--- config.mk ---
export PLATFORM = sky130hd
export DESIGN_NAME = vram_arbiter_flat
export DESIGN_NICKNAME = d
export VERILOG_FILES = /design/src/rtl/vram_arbiter_if.sv /design/src/rtl/vram_arbiter.sv /design/src/flat_wrapper.sv
export SDC_FILE = /design/constraint.sdc
export NUM_CORES = 1
export LEC_CHECK = 0
export BUFFER_PORTS_ARGS = -buffer_cell sky130_fd_sc_hd__buf_4
export CAP_MARGIN = 10
export CORE_ASPECT_RATIO = 1.2
export CORE_MARGIN = 2
export CORE_UTILIZATION = 40
export CTS_BUF_LIST = sky130_fd_sc_hd__clkbuf_4 sky130_fd_sc_hd__clkbuf_8
export CTS_CLUSTER_SIZE = 30
export DETAILED_ROUTE_END_ITERATION = 7
export GPL_TIMING_DRIVEN = 0
export PLACE_DENSITY = 0.74
export SLEW_MARGIN = 40
export SYNTH_ARGS = -nofsm -noshare
export SYNTH_HDL_FRONTEND = slang
export SYNTH_SLANG_ARGS = --single-unit
--- constraint.sdc ---
create_clock -name clk -period 2.05 [get_ports clk]
set_input_delay 0.1025 -clock clk [delete_from_list [all_inputs] [get_ports clk]]
set_output_delay 0.1025 -clock clk [all_outputs]
set_load 0.005 [all_outputs]
--- src/rtl/vram_arbiter_if.sv ---
// Bus bundle between the VRAM arbiter, its two requesters and the SRAM.
// The slave modport is the arbiter's view; master is the requester/RAM side.
interface vram_arbiter_if #(
  parameter int ADDR_W = 16,
  parameter int DATA_W = 8
);
  logic              disp_req;
  logic [ADDR_W-1:0] disp_addr;
  logic              disp_gnt;
  logic              disp_valid;
  logic [DATA_W-1:0] disp_data;

  logic              host_req;
  logic              host_we;
  logic [ADDR_W-1:0] host_addr;
  logic [DATA_W-1:0] host_wdata;
  logic              host_gnt;
  logic              host_rvalid;
  logic [DATA_W-1:0] host_rdata;

  logic              mem_en;
  logic              mem_we;
  logic [ADDR_W-1:0] mem_addr;
  logic [DATA_W-1:0] mem_wdata;
  logic [DATA_W-1:0] mem_rdata;

  modport slave (
    input  disp_req, disp_addr,
    output disp_gnt, disp_valid, disp_data,
    input  host_req, host_we, host_addr, host_wdata,
    output host_gnt, host_rvalid, host_rdata,
    output mem_en, mem_we, mem_addr, mem_wdata,
    input  mem_rdata
  );

  modport master (
    output disp_req, disp_addr,
    input  disp_gnt, disp_valid, disp_data,
    output host_req, host_we, host_addr, host_wdata,
    input  host_gnt, host_rvalid, host_rdata,
    input  mem_en, mem_we, mem_addr, mem_wdata,
    output mem_rdata
  );
endinterface

--- src/rtl/vram_arbiter.sv ---
// Single-port VRAM arbiter: display has priority, a starvation counter forces
// the host through, and read data is routed back by an owner tag pipeline.
module vram_arbiter #(
  parameter int ADDR_W       = 16,
  parameter int DATA_W       = 8,
  parameter int STARVE_LIMIT = 8
) (
  input logic           clk,
  input logic           reset,
  vram_arbiter_if.slave bus
);
  localparam int CNT_W = $clog2(STARVE_LIMIT + 1);
  localparam logic [CNT_W-1:0] CNT_MAX = CNT_W'(STARVE_LIMIT);

  typedef struct packed {
    logic rd;
    logic host;
  } tag_t;

  logic [CNT_W-1:0]  starve_cnt;
  logic              host_starved;
  logic              disp_gnt;
  logic              host_gnt;

  logic              mem_en;
  logic              mem_we;
  logic [ADDR_W-1:0] mem_addr;
  logic [DATA_W-1:0] mem_wdata;
  tag_t              cmd_tag;
  tag_t              ret_tag;

  logic              disp_valid;
  logic [DATA_W-1:0] disp_data;
  logic              host_rvalid;
  logic [DATA_W-1:0] host_rdata;

  assign host_starved = (starve_cnt == CNT_MAX);

  // Grants are combinational so a request can be serviced in the cycle it appears.
  always_comb begin
    disp_gnt = 1'b0;
    host_gnt = 1'b0;
    if (!reset) begin
      if (bus.host_req && host_starved) host_gnt = 1'b1;
      else if (bus.disp_req)            disp_gnt = 1'b1;
      else if (bus.host_req)            host_gnt = 1'b1;
    end
  end

  always_ff @(posedge clk) begin
    if (reset) begin
      starve_cnt <= '0;
    end else if (bus.host_req && !host_gnt) begin
      if (!host_starved) starve_cnt <= starve_cnt + 1'b1;
    end else begin
      starve_cnt <= '0;
    end
  end

  // Command stage; address/data hold when idle to keep the RAM bus quiet.
  always_ff @(posedge clk) begin
    if (reset) begin
      mem_en    <= 1'b0;
      mem_we    <= 1'b0;
      mem_addr  <= '0;
      mem_wdata <= '0;
      cmd_tag   <= '0;
    end else begin
      mem_en       <= disp_gnt | host_gnt;
      mem_we       <= host_gnt & bus.host_we;
      cmd_tag.rd   <= disp_gnt | (host_gnt & ~bus.host_we);
      cmd_tag.host <= host_gnt;
      if (host_gnt) begin
        mem_addr  <= bus.host_addr;
        mem_wdata <= bus.host_wdata;
      end else if (disp_gnt) begin
        mem_addr  <= bus.disp_addr;
      end
    end
  end

  // Return stage: ret_tag lines up with MEM_RDATA, then data lands in the owner's register.
  always_ff @(posedge clk) begin
    if (reset) begin
      ret_tag     <= '0;
      disp_valid  <= 1'b0;
      host_rvalid <= 1'b0;
      disp_data   <= '0;
      host_rdata  <= '0;
    end else begin
      ret_tag     <= cmd_tag;
      disp_valid  <= ret_tag.rd & ~ret_tag.host;
      host_rvalid <= ret_tag.rd & ret_tag.host;
      if (ret_tag.rd && !ret_tag.host) disp_data  <= bus.mem_rdata;
      if (ret_tag.rd &&  ret_tag.host) host_rdata <= bus.mem_rdata;
    end
  end

  assign bus.disp_gnt    = disp_gnt;
  assign bus.host_gnt    = host_gnt;
  assign bus.mem_en      = mem_en;
  assign bus.mem_we      = mem_we;
  assign bus.mem_addr    = mem_addr;
  assign bus.mem_wdata   = mem_wdata;
  assign bus.disp_valid  = disp_valid;
  assign bus.disp_data   = disp_data;
  assign bus.host_rvalid = host_rvalid;
  assign bus.host_rdata  = host_rdata;
endmodule

--- src/flat_wrapper.sv ---
// flat-port wrapper written by rule: the top's interface ports become plain ports
module vram_arbiter_flat 
#(
  parameter int ADDR_W       = 16,
  parameter int DATA_W       = 8,
  parameter int STARVE_LIMIT = 8
)
  (clk, reset, bus_disp_req, bus_disp_addr, bus_disp_gnt, bus_disp_valid, bus_disp_data, bus_host_req, bus_host_we, bus_host_addr, bus_host_wdata, bus_host_gnt, bus_host_rvalid, bus_host_rdata, bus_mem_en, bus_mem_we, bus_mem_addr, bus_mem_wdata, bus_mem_rdata);
  vram_arbiter_if #(.ADDR_W(ADDR_W), .DATA_W(DATA_W)) bus_i ();
  input logic clk;
  input logic reset;
  input wire logic [$bits(bus_i.disp_req)-1:0] bus_disp_req;
  input wire logic [$bits(bus_i.disp_addr)-1:0] bus_disp_addr;
  output wire logic [$bits(bus_i.disp_gnt)-1:0] bus_disp_gnt;
  output wire logic [$bits(bus_i.disp_valid)-1:0] bus_disp_valid;
  output wire logic [$bits(bus_i.disp_data)-1:0] bus_disp_data;
  input wire logic [$bits(bus_i.host_req)-1:0] bus_host_req;
  input wire logic [$bits(bus_i.host_we)-1:0] bus_host_we;
  input wire logic [$bits(bus_i.host_addr)-1:0] bus_host_addr;
  input wire logic [$bits(bus_i.host_wdata)-1:0] bus_host_wdata;
  output wire logic [$bits(bus_i.host_gnt)-1:0] bus_host_gnt;
  output wire logic [$bits(bus_i.host_rvalid)-1:0] bus_host_rvalid;
  output wire logic [$bits(bus_i.host_rdata)-1:0] bus_host_rdata;
  output wire logic [$bits(bus_i.mem_en)-1:0] bus_mem_en;
  output wire logic [$bits(bus_i.mem_we)-1:0] bus_mem_we;
  output wire logic [$bits(bus_i.mem_addr)-1:0] bus_mem_addr;
  output wire logic [$bits(bus_i.mem_wdata)-1:0] bus_mem_wdata;
  input wire logic [$bits(bus_i.mem_rdata)-1:0] bus_mem_rdata;
  assign bus_i.disp_req = bus_disp_req;
  assign bus_i.disp_addr = bus_disp_addr;
  assign bus_disp_gnt = bus_i.disp_gnt;
  assign bus_disp_valid = bus_i.disp_valid;
  assign bus_disp_data = bus_i.disp_data;
  assign bus_i.host_req = bus_host_req;
  assign bus_i.host_we = bus_host_we;
  assign bus_i.host_addr = bus_host_addr;
  assign bus_i.host_wdata = bus_host_wdata;
  assign bus_host_gnt = bus_i.host_gnt;
  assign bus_host_rvalid = bus_i.host_rvalid;
  assign bus_host_rdata = bus_i.host_rdata;
  assign bus_mem_en = bus_i.mem_en;
  assign bus_mem_we = bus_i.mem_we;
  assign bus_mem_addr = bus_i.mem_addr;
  assign bus_mem_wdata = bus_i.mem_wdata;
  assign bus_i.mem_rdata = bus_mem_rdata;
  vram_arbiter #(.ADDR_W(ADDR_W), .DATA_W(DATA_W), .STARVE_LIMIT(STARVE_LIMIT)) u_core (.clk(clk), .reset(reset), .bus(bus_i));
endmodule
==> results of run 1 <==
state kept, by name, indices dropped and copies added (netlist names):
| register | flops |
|---|---|
| u_core.bus.disp_data | 8 |
| u_core.bus.disp_valid | 1 |
| u_core.bus.host_rdata | 8 |
| u_core.bus.host_rvalid | 1 |
| u_core.bus.mem_addr | 16 |
| u_core.bus.mem_en | 1 |
| u_core.bus.mem_wdata | 8 |
| u_core.bus.mem_we | 1 |
| u_core.cmd_tag | 2 |
| u_core.ret_tag | 2 |
| u_core.starve_cnt | 4 |
layout by cell type, fill, tap and decap left out:
cell type	n
clkinvlp_4	1
nand3b_4	1
dlygate4sd3_1	2
nor3b_1	32
buf_6	1
buf_4	99
a21oi_1	19
buf_12	1
a2111oi_2	16
and2_1	1
dfxtp_1	52
mux2_2	16
a211oi_1	16
a21oi_4	1
xor2_1	1
buf_1	2
buf_2	16
nand3_1	9
nor2_1	25
nand4b_1	1
inv_6	2
nor2b_1	27
ha_1	2
nand2_1	26
inv_1	4
clkbuf_1	5
nand2b_1	3
mux2_4	8
xnor2_1	1
clkbuf_8	5
a311oi_1	1
synthesized netlist by cell type, types with 4 or more instances:
master     instances
nor2_1            25
nor2b_1           27
nor3b_1           32
inv_1              4
a2111oi_2         16
a21oi_1           19
mux2_2            16
nand3_1            9
buf_2             16
nand2_1           26
clkbuf_1           5
a211oi_1          16
mux2_4             8
dfxtp_1           52
power groups by stage:
stage | registers (W) | clock network, W | logic (W)
after global routing | 0.00109 | 0.000687 | 0.000460
final | 0.00108 | 0.000632 | 0.000420
after global placement | 0.00110 | 0 | 0.000412
after floorplan | 0.00111 | 0 | 0.000209
after detailed placement | 0.00111 | 0 | 0.000419
after CTS | 0.00108 | 0.000651 | 0.000420
worst min path at each step:
stage,slack [ps],end
floorplan,220,u_core.cmd_tag[1]
global placement,330,u_core.bus.mem_wdata[2]
global route,2,u_core.bus.mem_wdata[2]
CTS,2,u_core.cmd_tag[1]
finish,7,u_core.cmd_tag[1]
detailed placement,340,u_core.bus.mem_wdata[2]
routing by layer:
layer	vias to the layer above	track usage	share of wire	wire (um)
met2	84	0.347	0.50	3550
met3	15	0.0363	0.053	378
met4	0	0.0876	0.025	176
met5	-	0	0	0
li1	1228	-	-	-
met1	1206	0.226	0.42	2990
cell type report:
| class | instances | area, um^2 | share of cell area |
|---|---|---|---|
| clock inverter | 3 | 25.0 | 0.00680 |
| sequential | 52 | 1040 | 0.283 |
| multi-input combinational | 206 | 1520 | 0.414 |
| buffer | 27 | 153 | 0.0415 |
| timing repair buffer | 99 | 748 | 0.203 |
| tap | 87 | 109 | 0.0296 |
| inverter | 4 | 15.0 | 0.00408 |
| clock buffer | 5 | 68.8 | 0.0187 |
metrics by stage:
step	cells	util	hold WS, ps	worst slack, ps
2_1_floorplan	289	-	219	494
3_3_place_gp	473	0.530	329	383
3_5_place_dp	473	0.530	335	332
4_1_cts	481	0.544	2.13	193
6_report	483	0.547	7.48	256
5_1_grt	483	0.547	2.38	96.4
cells by family (layout without fill, tap and decap cells):
logic type               count (synthesis)  in the layout
AO/OA/AOI/OAI                           53             53
flip-flops                              52             52
buffers and inverters                   31            138
adder cells (fa/ha/maj)                  2              2
AND/OR/NAND/NOR                        125            125
multiplexers                            24             24
XOR/XNOR                                 2              2
timing repair:
action                    in CTS  in global routing
buffers inserted               0                  0
hold endpoints to repair       0                  2
hold buffers                   0                  2
resized for setup              0                  0
==> results.json, run 1 <==
{
  "area_growth_pct": 34.8,
  "powerDensity_mw_per_mm2": 579,
  "antenna_found_initial": 0,
  "slowest_delay_ps": 350,
  "period_share": 0.875,
  "num_rows": 33,
  "max_freq_mhz": 558,
  "synth_edf_count": 0,
  "design_area_mm2": 0.00368,
  "critPathTopFamily": "buffers and inverters",
  "cp.depth": 6,
  "hold_start": "bus_host_we",
  "r2r_setup_slack_ps": 340,
  "drtIter0Drc": 97,
  "first_global_vias": 2587,
  "rr_endpoint": "u_core.bus.mem_addr[10]",
  "p_leak_nw": 1.53,
  "drive_gt1_frac": 0.422,
  "cts_max_level": 2,
  "place_area_mm2": 0.00357,
  "crit_path_end": "bus_host_gnt",
  "hold_path_class": "input pin to flip-flop",
  "seq_area_frac_synth": 0.381,
  "final_nets": 450,
  "status": "completed",
  "worst_pin_slew_ps": 539,
  "clock-sinks": 52,
  "ir_drop_mv": 0.309,
  "synth_top_family_by_area": "simple AND/OR/NAND/NOR gates",
  "drc": 0,
  "slowest_stage": "dfxtp_1",
  "synth_xor_area_frac": 0.00641,
  "p_seq_frac": 0.507,
  "grt_pass1_wl_mm": 11.7,
  "holdPathStages": 2,
  "grt_max_degree": 19,
  "max_cap_viol_count": 0,
  "synth_area_per_cell_um2": 9.45,
  "gp_congestion": 0.813,
  "crit_arrival_ps": 1690,
  "max_slew_margin": 0.641,
  "clock_path_buffers": 2,
  "synth_area_leaders": "dfxtp_1 38%, a2111oi_2 8.8%, nor3b_1 8.8%",
  "cp.required_ps": 1950,
  "boundaryPins": 99,
  "timing.rr.start": "u_core.starve_cnt[0]",
  "fp.coreArea_mm2": 0.00673,
  "final_antenna_net_count": 0,
  "rsz0062_at_grt": "false",
  "wirelength_mm": 7.09,
  "end_kind": "output pin",
  "hold_viol": 0,
  "comb_power_share": 0.197,
  "setup_tns_ps": 0,
  "die_x_um": 79.4,
  "cts_buffers": 5,
  "synth_cell_types": 27,
  "finalClockSkew_ps": 7.59,
  "cp_max_fo": 10,
  "cp-start-kind": "flip-flop",
  "grt.total_usage": 0.195,
  "synth_top_cell_area_share": 0.381,
  "synthMuxAreaShare": 0.110,
  "dieArea_mm2": 0.00751,
  "p_int_w": 0.00154,
  "cts.clk_slew.worst_paths_ps": 100,
  "synth_compound_area_frac": 0.176,
  "initial_core_util": 0.406,
  "crit_start": "u_core.starve_cnt[0]",
  "p_total_w": 0.00213,
  "p_sw_frac": 0.279,
  "mappedNetlistArea_mm2": 0.00273,
  "num_vias": 2533,
  "slew_violations": 0,
  "die_h_um": 94.5,
  "power_frac_clock": 0.296,
  "crit_chain": "inv_1 -> ha_1 -> nand3b_4 -> buf_6 -> a21oi_4 -> buf_4",
  "synth_area_leader_cell": "dfxtp_1",
  "drt-pass1-iter-count": 5,
  "portBuffers": 97,
  "clockRootBuffer": "clkbuf_8",
  "routed_via_density": 5.24,
  "fillers": 637,
  "syn_nets": 344,
  "post-route-min-period_ps": 1790,
  "ys_ff_latch": 52,
  "p_sw_w": 0.000596,
  "ys_async_sr_fraction": 0,
  "crit_type": "flip-flop to output pin",
  "syn_inst": 289,
  "tritoncts": "built",
  "synthAdderAreaFrac": 0.00916,
  "synth_flop_cell": "dfxtp_1",
  "synthSimpleGateAreaFrac": 0.256,
  "clk_latency_ps": 310,
  "reg2reg_depth": 7,
  "finalSetupViolations": 0,
  "diodes": 0,
  "post_drt_wl_per_cell_um": 14.7,
  "worst-path-buf-inv": 3,
  "grt_overflow": 0,
  "ys.warnings.count": 0,
  "hpwl_mm": 5.24
}
Note: power is estimated with default switching activity, not from simulation.
==> run 2, diff against run 1 <==
clock period = 2.1 ns   (was 2.05 ns; I/O delays follow)
==> run 2 against run 1 <==
Net effect: via count increased by 0.12%; die area did not move; global-route usage is the same; sequential power is essentially flat; non-clock buffer count shrank 1; critical path depth stayed put; sequential cell count did not move; clock power decreased by 2%; count of clock-buffer cells in the layout is the same; largest cell class unchanged; largest power group unchanged.
==> results.json, run 2 (same netlist as run 1, synthesis figures left out) <==
{
  "drive_gt1_frac": 0.423,
  "drc": 0,
  "cts.repair.resized": 0,
  "hold_path_class": "input pin to flip-flop",
  "period_share": 0.856,
  "max_cap_viol_count": 0,
  "rsz0062_at_grt": "false",
  "ir_drop_mv": 0.301,
  "boundaryPins": 99,
  "die_x_um": 79.4,
  "holdPathStages": 2,
  "wirelength_mm": 7.10,
  "fp.coreArea_mm2": 0.00673,
  "diodes": 0,
  "antenna_found_initial": 0,
  "clk_latency_ps": 310,
  "grt_max_degree": 19,
  "clockRootBuffer": "clkbuf_8",
  "slew_violations": 0,
  "area_growth_pct": 34.4,
  "gp_congestion": 0.813,
  "cts_max_level": 2,
  "fillers": 638,
  "reg2reg_depth": 7,
  "cts_buffers": 5,
  "worst_pin_slew_ps": 537,
  "final_antenna_net_count": 0,
  "grt_pass1_wl_mm": 11.7,
  "finalSetupViolations": 0,
  "final_util": 0.546,
  "post-route-min-period_ps": 1800,
  "layout_commonest_cell": "buf_4",
  "pre_cts_ws_ps": 382,
  "num_rows": 33,
  "hold_viol": 0,
  "hpwl_mm": 5.24,
  "num_vias": 2536,
  "crit_type": "flip-flop to output pin",
  "final_nets": 449,
  "initial_core_util": 0.406,
  "first_global_vias": 2587,
  "dieArea_mm2": 0.00751,
  "grt_overflow": 0,
  "largest_reg_flops": 16,
  "drt-pass1-iter-count": 5,
  "drtIter0Drc": 96,
  "cp.required_ps": 2000,
  "portBuffers": 97,
  "cp_max_fo": 10,
  "clock_path_buffers": 2,
  "mostFrequentLayoutCells": "99 x buf_4, 52 x dfxtp_1, 32 x nor3b_1",
  "setup_ws_ps": 303,
  "max_slew_margin": 0.642,
  "tritoncts": "built",
  "powerDensity_mw_per_mm2": 567,
  "largest-register": "u_core.bus.mem_addr",
  "crit_arrival_ps": 1690,
  "setup_tns_ps": 0,
  "clock-sinks": 52,
  "p_leak_nw": 1.52,
  "die_h_um": 94.5,
  "cts.clk_slew.worst_paths_ps": 100,
  "end_kind": "output pin",
  "max_freq_mhz": 556,
  "grt.total_usage": 0.195,
  "post_drt_wl_per_cell_um": 14.7,
  "cp-start-kind": "flip-flop",
  "routed_via_density": 5.26,
  "finalClockSkew_ps": 7.69,
  "status": "completed"
}
==> run 2: cell types whose count changed in the layout (fill, tap and decap cells not counted), sizes merged <==
| cell | change |
|---|---|
| dlygate4sd3 | -1 |
==> run 2: path summary, 6_finish.rpt <==
path / startpoint / to / slack, ps
min: bus_host_we / u_core.cmd_tag[1] / 10
min reg2reg: u_core.cmd_tag[0] / u_core.ret_tag[0] / 450
max: u_core.starve_cnt[0] / bus_host_gnt / 300
max reg2reg: u_core.starve_cnt[0] / u_core.bus.mem_addr[10] / 390
==> run 2: cell type report <==
type	instances	area, um^2	area share
Clock inverter	3	25.0	0.00681
Buffer	27	153	0.0416
Clock buffer	5	68.8	0.0187
Inverter	4	15.0	0.00409
Multi-Input combinational cell	206	1520	0.415
Sequential cell	52	1040	0.283
Tap cell	87	109	0.0296
Timing Repair Buffer	98	738	0.201
==> run 2: power by group <==
group	total, W	internal, W	switching (W)
clock	0.000617	0.000244	0.000373
sequential	0.00106	0.00103	0.0000227
combinational	0.000409	0.000223	0.000186
==> run 2: metal layers <==
layer / wire [um] / vias up / GRT usage
met5: 0 / - / 0
li1: - / 1226 / -
met4: 176 / 0 / 0.0876
met2: 3560 / 83 / 0.347
met1: 3010 / 1212 / 0.226
met3: 357 / 15 / 0.0363
==> run 2: timing repair <==
| action | CTS | global route |
|---|---|---|
| hold buffers | 0 | 1 |
| hold endpoints to repair | 0 | 1 |
| buffers inserted | 0 | 0 |
==> run 2: critical path, cell delays in order, from the launching register on <==
cell,delay (ps)
dfxtp_1,350
inv_1,70
ha_1,220
nand3b_4,90
buf_6,160
a21oi_4,320
buf_4,180
==> run 2: through the flow <==
stage / instances / hold slack, ps / power (W) / area (um^2)
floorplan: 289 / 221 / 0.00128 / 2730
global placement: 473 / 332 / 0.00148 / 3570
detailed placement: 473 / 338 / 0.00149 / 3570
CTS: 481 / 4.63 / 0.00210 / 3660
global route: 482 / 0.871 / 0.00218 / 3670
finish: 482 / 9.97 / 0.00208 / 3670
